===== config.mk =====
export PLATFORM = sky130hd
export DESIGN_NAME = hazard_scoreboard
export DESIGN_NICKNAME = d
export VERILOG_FILES = /design/src/rtl/hazard_scoreboard.sv
export SDC_FILE = /design/constraint.sdc
export NUM_CORES = 1
export LEC_CHECK = 0
export CAP_MARGIN = 5
export CORE_MARGIN = 5
export CORE_UTILIZATION = 50
export CTS_CLUSTER_DIAMETER = 40
export DETAILED_ROUTE_END_ITERATION = 12
export PLACE_DENSITY = 0.8
export SLEW_MARGIN = 30
export SYNTH_ARGS = -nofsm -noshare
export SYNTH_HDL_FRONTEND = slang
export SYNTH_SLANG_ARGS = --single-unit

===== constraint.sdc =====
create_clock -name clk -period 12 [get_ports clk]
set_clock_uncertainty 0.2 [all_clocks]
set_input_delay 3.6 -clock clk [delete_from_list [all_inputs] [get_ports clk]]
set_output_delay 3.6 -clock clk [all_outputs]
set_load 0.02 [all_outputs]

===== src/rtl/hazard_scoreboard.sv =====
// ID-stage hazard unit: load-use detection, multi-cycle result
// scoreboard, structural stall and a saturating stall counter.
module hazard_scoreboard #(
    parameter int REG_AW       = 5,
    parameter int LAT_W        = 3,
    parameter int MC_PIPELINED = 0,
    parameter int CNT_W        = 32
) (
    input  logic                   clk,
    input  logic                   rst_n,
    input  logic                   id_valid,
    input  logic [REG_AW-1:0]      id_rs1,
    input  logic                   id_rs1_used,
    input  logic [REG_AW-1:0]      id_rs2,
    input  logic                   id_rs2_used,
    input  logic                   id_rs2_late,
    input  logic [REG_AW-1:0]      id_rd,
    input  logic                   id_is_mc,
    input  logic [LAT_W-1:0]       id_mc_lat,
    input  logic                   ex_valid,
    input  logic                   ex_is_load,
    input  logic [REG_AW-1:0]      ex_rd,
    input  logic                   flush,
    output logic                   id_stall,
    output logic [1:0]             stall_cause,
    output logic [2**REG_AW-1:0]   busy_mask,
    output logic [CNT_W-1:0]       stall_cycles
);

    localparam int NREG = 2**REG_AW;
    localparam bit MC_SERIAL = (MC_PIPELINED == 0);

    // cnt[r] = cycles still blocking after the current one; the ID
    // stage L cycles after issue must see zero, so issue loads L-1.
    logic [LAT_W-1:0] cnt [NREG];
    logic [NREG-1:0]  busy;
    logic             load_use;
    logic             sb_hit;
    logic             mc_struct;
    logic             issue;
    logic [LAT_W-1:0] lat_m1;

    // Pending-result vector; x0 is never tracked.
    always_comb begin
        busy = '0;
        for (int r = 1; r < NREG; r++) begin
            busy[r] = (cnt[r] != '0);
        end
    end

    assign busy_mask = busy;

    assign load_use = id_valid & ex_valid & ex_is_load
                    & (ex_rd != '0)
                    & ((id_rs1_used & (ex_rd == id_rs1))
                     | (id_rs2_used & ~id_rs2_late
                        & (ex_rd == id_rs2)));

    assign sb_hit = id_valid
                  & ((id_rs1_used & busy[id_rs1])
                   | (id_rs2_used & busy[id_rs2])
                   | ((id_rd != '0) & busy[id_rd]));

    assign mc_struct = id_valid & id_is_mc & MC_SERIAL & (|busy);

    // Stall and cause with fixed priority; a squashed ID never stalls.
    always_comb begin
        id_stall    = 1'b0;
        stall_cause = 2'd0;
        if (!flush) begin
            if (load_use) begin
                id_stall    = 1'b1;
                stall_cause = 2'd1;
            end else if (sb_hit) begin
                id_stall    = 1'b1;
                stall_cause = 2'd2;
            end else if (mc_struct) begin
                id_stall    = 1'b1;
                stall_cause = 2'd3;
            end
        end
    end

    assign issue = id_valid & id_is_mc & ~id_stall & ~flush
                 & (id_rd != '0) & (id_mc_lat != '0);

    assign lat_m1 = id_mc_lat - LAT_W'(1);

    // Countdown per register; a new issue overrides the decrement.
    always_ff @(posedge clk or negedge rst_n) begin
        if (!rst_n) begin
            for (int r = 0; r < NREG; r++) begin
                cnt[r] <= '0;
            end
        end else begin
            cnt[0] <= '0;
            for (int r = 1; r < NREG; r++) begin
                if (issue && (id_rd == REG_AW'(r))) begin
                    cnt[r] <= lat_m1;
                end else if (cnt[r] != '0) begin
                    cnt[r] <= cnt[r] - LAT_W'(1);
                end
            end
        end
    end

    // Saturating stall-cycle counter for the perf CSRs.
    always_ff @(posedge clk or negedge rst_n) begin
        if (!rst_n) begin
            stall_cycles <= '0;
        end else if (id_stall && (stall_cycles != '1)) begin
            stall_cycles <= stall_cycles + CNT_W'(1);
        end
    end

endmodule


Word level (Yosys, flattened, before mapping)
Index checks and enable logic that the tools add are counted.
{ "totals": {"word_cells": 299, "out_inout_bits": 67, "reg_bits": 125} }
{ "classes": {"eq_ne": 34, "n_lt_le_gt_ge": 3, "reduce_logical": 98, "bitwise_logic": 23, "add_sub_neg": 33, "n_mux": 76} }
{ "ops": {"columns": ["op", "n"], "rows": [
  ["$mux 3", 62],
  ["$reduce_bool 3->1", 32],
  ["$sub 3x1->3 const B", 32],
  ["$eq 5x5->1 const B", 16],
  ["$reduce_bool 2->1", 31],
  ["$eq 5x4->1 const B", 8],
  ["$add 32x1->32 const B", 1],
  ["$logic_and 1x1->1", 32],
  ["$ne 32x32->1 const B", 1],
  ["$reduce_or 31->1", 1],
  ["$eq 5x3->1 const B", 4],
  ["$lt 5x6->1 const B", 3],
  ["$and 1x1->1", 17],
  ["$bmux 1 s5", 3],
  ["$eq 5x2->1 const B", 2],
  ["$eq 5x5->1", 2],
  ["$reduce_bool 5->1", 2],
  ["$mux 2", 4],
  ["$mux 1", 7],
  ["$eq 5x1->1 const B", 1],
  ["$not 1->1", 3],
  ["$or 1x1->1", 3]
]} }

Depth between registers and ports, before layout
{ "depth": {"depth_word": 17, "depth_mapped": 13, "ltp_nobuf": 10} }

Worst setup path before layout
Ideal clock, no wire load.
{ "synth_path": {"path_type": "input-to-output", "from": "input port id_rs2[2]", "to": "output port id_stall", "setup_slack_ns": 2.595, "arrival_ns": 5.605, "cell_stages": 8, "n_path_buf": 2, "t_required_ns": 8.200, "path_cell_list": "clkbuf_1 > mux4_2 > mux2i_1 > o22ai_1 > a211o_1 > nor4b_4 > buf_2 > nor2_1"} }
{ "synth_via": {"elab_chain_len": 9, "elab_cells_between_ends": 13} }
{ "synth_rtl": {"columns": ["element", "line", "rtl"], "rows": [
  ["start, declared", "14", "input logic [REG_AW-1:0] id_rs2,"],
  ["$bmux 1 s5", "61", "| (id_rs2_used & busy[id_rs2])"],
  ["$mux 1 (implied by the code)", "61", null],
  ["$and 1x1->1", "61", null],
  ["$or 1x1->1", "61", null],
  ["$or 1x1->1", "62", "| ((id_rd != '0) & busy[id_rd]));"],
  ["$and 1x1->1", "60", "& ((id_rs1_used & busy[id_rs1])"],
  ["$mux 1", "74", "end else if (sb_hit) begin"],
  ["$mux 1 (*)", "71", "if (load_use) begin"],
  ["$mux 1 (*)", "70", "if (!flush) begin"],
  ["end, declared", "24", "output logic id_stall,"]
]} }
Every way passes the cells marked *; elsewhere a longest branch is shown, timed or not. The select of a mux whose other input is x is not followed.

Final worst setup path
{ "layout_path": {"from": "input port id_rd[0]", "to": "output port stall_cause[1]"} }
{ "layout_via": {"elab_chain_len": 8, "elab_cells_between_ends": 9} }
{ "layout_rtl": {"columns": ["element", "line", "rtl"], "rows": [
  ["start, declared", "17", "input logic [REG_AW-1:0] id_rd,"],
  ["$bmux 1 s5", "62", null],
  ["$mux 1 (implied by the code)", "62", null],
  ["$and 1x1->1 (*)", "62", null],
  ["$or 1x1->1 (*)", "62", null],
  ["$and 1x1->1 (*)", "60", null],
  ["$mux 2 (*)", "74", null],
  ["$mux 2 (*)", "71", null],
  ["$mux 2 (*)", "70", null],
  ["end, declared", "25", "output logic [1:0] stall_cause,"]
]} }
Marks and branches as above.

==> results.py <==
metrics = {
    "clock_tree": {
        "clk_latency_ns": 0.43,
        "htreeDepth": 4,
        "cts_buffer_depth": 2,
        "cts.sinks": 125,
        "ctsResizeCount": 0,
        "numCtsBuffers": 17,
        "hold_buffers": 0,
        "postCtsSetupBuffers": 0,
        "clockRootBuffer": "clkbuf_16",
        "cts_tree": "yes",
        "clk_pin_slew_ns": 0.06,
    },
    "pwr": {
        "p_sw_uw": 954.7,
        "p_leak_uw": 0.004689,
        "ir_drop_mv": 0.1310,
        "p_clk_share_pct": 22.4,
        "power_density_nw_per_um2": 238.3,
        "pwr-share-comb_pct": 47.9,
        "netSwitchingFraction_pct": 39.42,
        "power_uw": 2422,
        "power_frac_seq_pct": 29.7,
        "internal-power_uw": 1467,
    },
    "logic_synthesis": {
        "synth_area_um2": 8514,
        "synth_top_cell_area_share_pct": 36.74,
        "synthTopCellsByCount": "dfrtp_1 (125), mux2i_1 (83), nor2_1 (74)",
        "synthDistinctLibCells": 53,
        "async_flop_share_pct": 100.0,
        "yosys-top-cells-area": "dfrtp_1 (37%), mux2i_1 (9.8%), ha_1 (9.6%)",
        "syn_area_per_cell_um2": 9.346,
        "yosysTopAreaCell": "dfrtp_1",
        "synth_seq_cells": 125,
        "synth_nets": 1009,
        "synth_edf_count": 0,
        "synth_cells": 911,
        "synth_seq_area_share_pct": 36.74,
        "synth_most_common_cell": "dfrtp_1",
        "yosys_warnings": 0,
        "ys.flop_type": "dfrtp_1",
    },
    "worst_setup_path": {
        "cp.arrival_ns": 7.05,
        "cp.required_ns": 8.20,
        "crit_buf_inv": 2,
        "crit_path_cell_trace": "clkdlybuf4s50_1 > nand4b_1 > nor2_1 > a2111o_1 > nor4_1 > a211o_1 > nor3_1 > a211oi_1 > clkdlybuf4s50_1",
        "path_depth": 9,
        "timing.rr.start": "cnt[21]",
        "crit_type": "input pin to output pin",
        "path_delay_family": "buffers and inverters",
        "slowest_stage": "clkdlybuf4s50_1",
        "max_stage_delay_ns": 0.87,
        "end_kind": "output pin",
        "cp_max_fo": 18,
        "rr_worst_depth": 10,
        "crit_path_start_kind": "input pin",
        "crit_path_start": "id_rd[0]",
        "crit_top_cell": "clkdlybuf4s50_1",
    },
    "route": {
        "drt_wl_total_um": 22500,
        "wire_per_inst_um": 18.71,
        "drtIter0Drc": 577,
        "vias": 6969,
        "drtAntennaViolNets": 0,
        "drc": 0,
        "drt_first_pass_iters": 5,
        "via_per_inst": 5.793,
    },
    "die": {
        "die_x_um": 140.5,
        "start_util_pct": 51.16,
        "core_area_um2": 16640,
        "die_h_um": 140.5,
        "dieArea_um2": 19740,
        "row_count": 47,
        "pin_count": 100,
    },
    "sta": {
        "fin_tns_setup_ns": 0,
        "setup_viol": 0,
        "tightestPinTransition_ns": 0.9004,
        "grt_setup_unrepaired": "no",
        "period_needed_ns": 10.85,
        "slew_headroom_pct": 39.79,
        "hold_viol": 0,
        "max_freq_mhz": 92.15,
        "slew_viol_final": 0,
        "fin_crit_sh_pct": 90.43,
    },
    "grt": {
        "grt_pass1_wl_um": 36510,
        "antenna_found_initial": 1,
        "grt_pass1_vias": 6998,
        "grt_start_max_net_pins": 69,
        "track_usage_pct": 23.12,
        "overflow": 0,
    },
    "min_path": {
        "hold_path_class": "flop to flop",
        "hold_path_depth": 1,
        "hp-start": "stall_cycles[14]",
    },
    "finish": {
        "finish.utilization_pct": 61.06,
        "drive_gt1_share_pct": 6.205,
        "diodes": 0,
        "areaGrowthSynthToFinish_pct": 19.34,
        "nets": 1068,
    },
    "status": {
        "status": "complete, no violations",
    },
    "placement": {
        "io_buffers": 98,
        "hpwlAfterDp_um": 15910,
        "gp_congestion": 0.8853,
    },
    "flow_run": {
        "maxCapViolations": 0,
    },
}
## state kept, by name, indices dropped and copies added, names as in the netlist
register and count:
stall_cycles 32, cnt 93
## placed cells by master (no fill, tap or decap), types with 36 or more instances in the layout
| master | n |
|---|---|
| clkdlybuf4s50_1 | 97 |
| inv_1 | 71 |
| ha_1 | 65 |
| nand2_1 | 64 |
| xnor2_1 | 36 |
| mux2i_1 | 83 |
| o21ai_0 | 58 |
| nand2b_1 | 40 |
| dfrtp_1 | 125 |
| xor2_1 | 36 |
| nor2_1 | 74 |
## per-stage QoR
stage          instance area, µm²  setup slack [ns]  std cells  hold WS (ns)
2_1_floorplan                8514             2.595        911        0.2807
3_3_place_gp                 9540             1.265       1171        0.2781
3_5_place_dp                 9540             1.171       1171        0.2824
4_1_cts                     10160             1.158       1203        0.2941
5_1_grt                     10160            0.9757       1203        0.3148
6_report                    10160             1.148       1203        0.2996
## path summary, 6_finish.rpt
check / to / slack, ns
worst min-delay path: stall_cycles[14] / 0.30
worst min register to register: stall_cycles[14] / 0.30
worst max-delay path: stall_cause[1] / 1.15
min in group asynchronous: stall_cycles[17] / 3.03
worst max register to register: cnt[41] / 8.13
max in group asynchronous: cnt[63] / 7.50
## area by class of cell
type	count	area, µm²
inverters	73	274.0
well taps	220	275.3
flip-flops and latches	125	3128
multi-input cells	651	4855
clock inverters	13	163.9
repair buffers	102	1012
clock buffers	19	452.9
fillers	1389	6481
## worst reg2reg max path: stages (launching register included)
cell,delay [ns]
dfrtp_1,0.39
inv_1,0.10
ha_1,0.18
nand2b_1,0.27
nor4_1,0.36
nand4_1,0.13
o21ai_1,0.22
nor2b_1,0.33
nand4_1,0.77
nor2_1,0.64
a221o_1,0.24
## power by group through the flow
stage,combinational (µW),clock (µW),sequential (µW)
after floorplan,841,0,708
after global placement,1100,0,714
after detailed placement,1150,0,721
after CTS,1170,545,718
after global routing,1300,569,743
final,1160,542,720
## cells by family after synthesis
family                     Yosys count  share of synthesized area [%]
AOI/OAI and AO/OA                  104                          7.495
xor gates and xnor gates            72                          7.406
adders and majority gates           65                          9.552
buffers and inverters              135                          6.246
DFF                                125                          36.74
muxes                              100                          13.86
other                                1                        0.04404
and+or+nand+nor                    309                          18.66
## per-layer routing
layer / global-route usage, % / vias to the layer above / wire [µm] / part of all wire, %
met1: 28.61 / 3340 / 9043 / 40
met5: 0 / - / 13 / 0.058
met2: 37.50 / 324 / 10650 / 47
met4: 9.791 / 2 / 875 / 3.9
met3: 7.123 / 85 / 1920 / 8.5
li1: - / 3218 / - / -
No activity file was read; power rests on OpenSTA's default activity.
